$ cat src/rtl/pipe_hazard_ctrl_pkg.sv
// Shared definitions for the 5-stage pipeline controller: opcodes, the
// control bundle layout grouped by consuming stage, and forward selects.
package pipe_hazard_ctrl_pkg;

   localparam int unsigned OPCODE_WIDTH = 6;

   localparam logic [OPCODE_WIDTH-1:0] OP_RTYPE = 6'b000000;
   localparam logic [OPCODE_WIDTH-1:0] OP_LW    = 6'b100011;
   localparam logic [OPCODE_WIDTH-1:0] OP_SW    = 6'b101011;
   localparam logic [OPCODE_WIDTH-1:0] OP_BEQ   = 6'b000100;
   localparam logic [OPCODE_WIDTH-1:0] OP_ADDI  = 6'b001000;

   typedef struct packed {
      logic reg_dst;
      logic alu_src;
   } ex_ctrl_t;

   typedef struct packed {
      logic mem_read;
      logic mem_write;
      logic branch;
   } mem_ctrl_t;

   typedef struct packed {
      logic reg_write;
      logic mem_to_reg;
   } wb_ctrl_t;

   typedef struct packed {
      ex_ctrl_t  ex;
      mem_ctrl_t mem;
      wb_ctrl_t  wb;
   } ctrl_t;

   typedef enum logic [1:0] {
      FWD_NONE = 2'b00,
      FWD_WB   = 2'b01,
      FWD_MEM  = 2'b10
   } fwd_sel_t;

endpackage

$ cat src/rtl/pipe_hazard_ctrl_decode.sv
// Combinational opcode decode into the control bundle; unknown opcodes
// decode to an all-zero bundle (NOP).
module ctrl_decode
   import pipe_hazard_ctrl_pkg::*;
(
   input  logic [OPCODE_WIDTH-1:0] opcode,
   output ctrl_t                   ctrl
);

   always_comb begin
      ctrl = '0;
      case (opcode)
         OP_RTYPE: begin
            ctrl.ex.reg_dst   = 1'b1;
            ctrl.wb.reg_write = 1'b1;
         end
         OP_LW: begin
            ctrl.ex.alu_src    = 1'b1;
            ctrl.mem.mem_read  = 1'b1;
            ctrl.wb.mem_to_reg = 1'b1;
            ctrl.wb.reg_write  = 1'b1;
         end
         OP_SW: begin
            ctrl.ex.alu_src    = 1'b1;
            ctrl.mem.mem_write = 1'b1;
         end
         OP_BEQ: begin
            ctrl.mem.branch = 1'b1;
         end
         OP_ADDI: begin
            ctrl.ex.alu_src   = 1'b1;
            ctrl.wb.reg_write = 1'b1;
         end
         default: ;
      endcase
   end

endmodule

$ cat src/rtl/pipe_hazard_ctrl.sv
// Pipeline control: ID/EX, EX/MEM, MEM/WB control registers, load-use stall,
// branch flush, operand forwarding and saturating stall/flush counters.
module pipe_hazard_ctrl
   import pipe_hazard_ctrl_pkg::*;
#(
   parameter int unsigned AWIDTH    = 5,
   parameter int unsigned CNT_WIDTH = 16,
   parameter bit          BR_IN_EX  = 1'b1
) (
   input  logic                    p_clk,
   input  logic                    p_rst,
   input  logic                    p_i_ce,
   input  logic [OPCODE_WIDTH-1:0] i_opcode,
   input  logic [AWIDTH-1:0]       i_rs,
   input  logic [AWIDTH-1:0]       i_rt,
   input  logic [AWIDTH-1:0]       i_rd,
   input  logic                    i_branch_taken,
   output logic                    o_pc_we,
   output logic                    o_ifid_we,
   output logic                    o_ifid_flush,
   output logic                    o_ex_RegDst,
   output logic                    o_ex_ALUSrc,
   output logic                    o_mem_MemRead,
   output logic                    o_mem_MemWrite,
   output logic                    o_mem_Branch,
   output logic                    o_wb_RegWrite,
   output logic                    o_wb_MemtoReg,
   output logic [AWIDTH-1:0]       o_wb_dst,
   output logic [1:0]              o_fwd_a,
   output logic [1:0]              o_fwd_b,
   output logic [CNT_WIDTH-1:0]    o_stall_cnt,
   output logic [CNT_WIDTH-1:0]    o_flush_cnt
);

   ctrl_t                id_ctrl;
   ctrl_t                idex_ctrl;
   logic [AWIDTH-1:0]    id_dst, idex_dst, idex_rs, idex_rt;
   mem_ctrl_t            exmem_mem;
   wb_ctrl_t             exmem_wb, memwb_wb;
   logic [AWIDTH-1:0]    exmem_dst, memwb_dst;
   logic [CNT_WIDTH-1:0] stall_cnt, flush_cnt;
   logic                 load_use, flush, stall;
   fwd_sel_t             fwd_a, fwd_b;

   ctrl_decode u_decode (
      .opcode (i_opcode),
      .ctrl   (id_ctrl)
   );

   assign id_dst = id_ctrl.ex.reg_dst ? i_rd : i_rt;

   assign load_use = idex_ctrl.mem.mem_read && (idex_dst != '0) &&
                     ((idex_dst == i_rs) || (idex_dst == i_rt));
   assign flush    = i_branch_taken &&
                     (BR_IN_EX ? idex_ctrl.mem.branch : exmem_mem.branch);
   // A taken branch discards the stalled instruction, so flush wins outright.
   assign stall    = load_use && !flush;

   assign o_pc_we      = p_i_ce && !stall;
   assign o_ifid_we    = p_i_ce && !stall;
   assign o_ifid_flush = p_i_ce && flush;

   function automatic fwd_sel_t fwd_pick(
      input logic [AWIDTH-1:0] src,
      input logic              mem_rw,
      input logic [AWIDTH-1:0] mem_dst,
      input logic              wb_rw,
      input logic [AWIDTH-1:0] wb_dst
   );
      if (mem_rw && (mem_dst != '0) && (mem_dst == src)) return FWD_MEM;
      if (wb_rw && (wb_dst != '0) && (wb_dst == src))    return FWD_WB;
      return FWD_NONE;
   endfunction

   assign fwd_a = fwd_pick(idex_rs, exmem_wb.reg_write, exmem_dst,
                           memwb_wb.reg_write, memwb_dst);
   assign fwd_b = fwd_pick(idex_rt, exmem_wb.reg_write, exmem_dst,
                           memwb_wb.reg_write, memwb_dst);

   always_ff @(posedge p_clk or negedge p_rst) begin
      if (!p_rst) begin
         idex_ctrl <= '0;
         idex_dst  <= '0;
         idex_rs   <= '0;
         idex_rt   <= '0;
         exmem_mem <= '0;
         exmem_wb  <= '0;
         exmem_dst <= '0;
         memwb_wb  <= '0;
         memwb_dst <= '0;
         stall_cnt <= '0;
         flush_cnt <= '0;
      end else if (p_i_ce) begin
         if (flush || stall) begin
            idex_ctrl <= '0;
            idex_dst  <= '0;
            idex_rs   <= '0;
            idex_rt   <= '0;
         end else begin
            idex_ctrl <= id_ctrl;
            idex_dst  <= id_dst;
            idex_rs   <= i_rs;
            idex_rt   <= i_rt;
         end
         if (flush && !BR_IN_EX) begin
            exmem_mem <= '0;
            exmem_wb  <= '0;
            exmem_dst <= '0;
         end else begin
            exmem_mem <= idex_ctrl.mem;
            exmem_wb  <= idex_ctrl.wb;
            exmem_dst <= idex_dst;
         end
         memwb_wb  <= exmem_wb;
         memwb_dst <= exmem_dst;
         if (flush) begin
            if (flush_cnt != '1) flush_cnt <= flush_cnt + 1'b1;
         end else if (stall) begin
            if (stall_cnt != '1) stall_cnt <= stall_cnt + 1'b1;
         end
      end
   end

   assign o_ex_RegDst    = idex_ctrl.ex.reg_dst;
   assign o_ex_ALUSrc    = idex_ctrl.ex.alu_src;
   assign o_mem_MemRead  = exmem_mem.mem_read;
   assign o_mem_MemWrite = exmem_mem.mem_write;
   assign o_mem_Branch   = exmem_mem.branch;
   assign o_wb_RegWrite  = memwb_wb.reg_write;
   assign o_wb_MemtoReg  = memwb_wb.mem_to_reg;
   assign o_wb_dst       = memwb_dst;
   assign o_fwd_a        = fwd_a;
   assign o_fwd_b        = fwd_b;
   assign o_stall_cnt    = stall_cnt;
   assign o_flush_cnt    = flush_cnt;

endmodule

$ cat config.mk
export PLATFORM = sky130hd
export DESIGN_NAME = pipe_hazard_ctrl
export DESIGN_NICKNAME = d
export VERILOG_FILES = /design/src/rtl/pipe_hazard_ctrl_pkg.sv /design/src/rtl/pipe_hazard_ctrl_decode.sv /design/src/rtl/pipe_hazard_ctrl.sv
export SDC_FILE = /design/constraint.sdc
export NUM_CORES = 1
export LEC_CHECK = 0
export ABC_CLOCK_PERIOD_IN_PS = 3960
export BUFFER_PORTS_ARGS = -buffer_cell sky130_fd_sc_hd__buf_2
export CAP_MARGIN = 20
export CORE_AREA = 8 8 93 95
export DETAILED_ROUTE_END_ITERATION = 6
export DIE_AREA = 0 0 101 103
export GPL_TIMING_DRIVEN = 0
export HOLD_SLACK_MARGIN = 0.02
export PLACE_DENSITY = 0.75
export SLEW_MARGIN = 20
export SYNTH_ARGS = -nofsm -noshare
export SYNTH_HDL_FRONTEND = slang
export SYNTH_SLANG_ARGS = --single-unit
export TNS_END_PERCENT = 1
$ cat constraint.sdc
create_clock -name p_clk -period 3.96 [get_ports p_clk]
set_clock_uncertainty 0.2 [all_clocks]
set_input_delay 0.594 -clock p_clk [delete_from_list [all_inputs] [get_ports p_clk]]
set_output_delay 0.594 -clock p_clk [all_outputs]
set_load 0.05 [all_outputs]
==> results.md <==
* Run status: finished clean
* Synthesized cell area at 3440 sq um
* Share of the yosys chip area belonging to registers at 0.501
* CTS tree: yes
* Worst-path clk slew at 0.08 ns
* Cell area after layout at roughly 4200 sq um
* Power, Total at about 1.6 mW
* Iter 0 DRT Violations at 61
* Die Y at 103 um
* Clock Tree Buf Depth at 2
* Pwr dens at 394 nW/um^2
* #FFs+latches synth at 69
* Yosys top cell by area: dfrtp_1
* YS warnings at 0
* Post-synthesis area per instance at around 11 sq um
* Depth of the CTS H-tree at 3
* Max_slew headroom at 0.555
* Setup TNS at 0 ns
* HPWL after DPL at 5830 um
* DR vias at 2,573
* Most common cell in the synthesized netlist: dfrtp_1
* DIE AREA at 10,400 sq um
* Placer Congestion at approximately 0.80
* First-pass GRT wire length at between 10,000 and 15,000 um
* Number of inserted diodes at 0
* CTS Root Cell: clkbuf_8
* Worst Setup End Kind: primary output
* DRC at 0
* Multi-input logic area at approximately 1600 sq um
* Port bufs at 75
* Yosys cell types at 41
* CP Class: reg -> out
* Largest net degree at the start of global routing at 57
* CP Launch Type: flip-flop
* CP Data Required Time at roughly 3.2 ns
* CP Max Fanout at 5
* P_leak at 2.11 nW
* EDFF count, synth at 0
* Core region area at 7140 sq um
* Routed WL at slightly below 8000 um
* Layout area overhead at 21.4%
* Fin. Hold Viols at 0
* Layout net count at 427
* Max cap viols at 0
* Clk Latency, worst-skew pair at 0.34 ns
* Cell count after synthesis at 312
* Period minus WS final at approximately 3.2 ns
* DRT Pass-1 Iters at 4
* Final setup fails at 0
* VDD IR max at roughly 0.25 mV
* Clock sink count at slightly below 70
* Initial antenna violation count at 0
* Worst EP arrival at around 2.5 ns
* Fraction of the cycle the final worst path needs at 0.820
* Grt ovf at 0
* Top FF cell, synth: dfrtp_1
* Placed cell areas at 3970 sq um
* Initial Util at 0.483
* Avg WL per Cell at 15.4 um
* CTS Buf Count at 9
* Slew Viols, Final at 0
* Share of layout cells above drive strength 1 at 0.327
* Fmax at roughly 300 MHz
* Via-per-instance ratio at 5.12
* Fill cells at 653
* Top cells by area, synth: dfrtp_1 50%, xnor2_1 8.4%, xor2_1 6.9%
* Vias in the first global route at 2,731
* Worst-Margin Slew at roughly 0.67 ns
* Top cell type's share of synthesized area at 0.501
* Total GRT Usage at 0.161
* FF-to-FF setup slack at 1.65 ns
* Post-synth top cells: 69 x dfrtp_1, 33 x xnor2_1, 29 x nand2_1, 27 x xor2_1, 25 x inv_1
* Die W at 101 um
* Sequential cell area at 1730 sq um
* Hold Crit Class: reg -> reg
* Antenna-violating nets left at 0
* Ports at 76
* Fraction of registers with async set/reset at 1.00
* # rows at 31
* RSZ-0062 raised after global routing: false
* Syn_nets at 339
* Util after Layout at 0.586
layout by cell type, fill, tap and decap left out, types with 3 or more instances in the layout:
cell type,count
and3_1,6
buf_2,76
clkbuf_1,3
clkbuf_8,11
dfrtp_1,69
inv_1,25
mux2_2,17
mux2i_1,5
nand2_1,29
nand3_1,16
nand4_1,7
nor2_1,7
nor3_2,3
nor4_1,5
nor4_2,4
o21ai_0,6
o21ai_1,7
o22ai_2,7
or4_1,5
xnor2_1,33
xor2_1,27
area by class of cell:
type / count / share of cell area
Inverter: 25 / 0.0224
Sequential cell: 69 / 0.413
Clock buffer: 11 / 0.0362
Tap cell: 99 / 0.0296
Timing Repair Buffer: 77 / 0.0993
Buffer: 9 / 0.0132
Clock inverter: 4 / 0.0114
Multi-Input combinational cell: 209 / 0.375
worst paths after layout:
path,from,end,depth (start not counted)
max reg2reg,idex_dst[1],idex_ctrl[3],6
min,o_stall_cnt[15],o_stall_cnt[15],1
min in group asynchronous,p_rst,o_wb_dst[1],2
max in group asynchronous,p_rst,o_stall_cnt[0],3
max,idex_dst[1],o_pc_we,7
min reg2reg,o_stall_cnt[15],o_stall_cnt[15],1
state kept, by name (all words and copies together) (netlist names):
| signal | count |
|---|---|
| o_ex_ALUSrc | 1 |
| o_flush_cnt | 16 |
| idex_rs | 5 |
| idex_rt | 5 |
| o_wb_RegWrite | 1 |
| idex_ctrl | 4 |
| o_stall_cnt | 16 |
| o_mem_MemRead | 1 |
| exmem_wb | 1 |
| o_wb_dst | 5 |
| o_mem_Branch | 1 |
| exmem_dst | 5 |
| idex_dst | 5 |
| o_ex_RegDst | 1 |
| o_wb_MemtoReg | 1 |
| o_mem_MemWrite | 1 |
cells by family after synthesis:
group,count (synthesis),synth area share
DFF,69,0.501
AOI/OAI and AO/OA,32,0.0723
adders and majority gates,2,0.00726
xor gates and xnor gates,60,0.153
and+or+nand+nor,93,0.153
buffers and inverters,34,0.0432
muxes,22,0.0701
power by group:
part	switching (mW)	internal, mW
registers	0.0593	0.746
logic	0.161	0.103
clock network	0.260	0.320
total	0.480	1.17
per-stage QoR:
stage / worst slack (ns) / instances / hold WS [ns]
6_report: 0.714 / 503 / 0.297
5_1_grt: 0.548 / 503 / 0.315
4_1_cts: 0.670 / 503 / 0.292
3_5_place_dp: 1.06 / 487 / 0.265
3_3_place_gp: 1.09 / 486 / 0.280
2_1_floorplan: 0.168 / 312 / 0.0984
worst max-delay path, stage by stage, from the launching register on:
cell      delay, ns
dfrtp_1        0.45
or4_1          0.58
o21ai_2        0.17
inv_1          0.07
and2_1         0.16
a21boi_0       0.27
buf_4          0.16
buf_2          0.25
per-layer routing:
metal | vias up | GRT usage | wire length, um
met2 | 65 | 0.265 | 3730
met4 | 0 | 0.0641 | 101
li1 | 1253 | - | -
met1 | 1247 | 0.194 | 3470
met5 | - | 0 | 0
met3 | 8 | 0.0473 | 447
timing repair:
| item | CTS | global route |
|---|---|---|
| endpoints found under the setup margin | 0 | 0 |
| gates resized for setup | 0 | 0 |
| hold buffers | 1 | 0 |
| endpoints found under the hold margin | 13 | 0 |
| buffers inserted | 0 | 0 |
No activity file was read; power rests on OpenSTA's default activity.
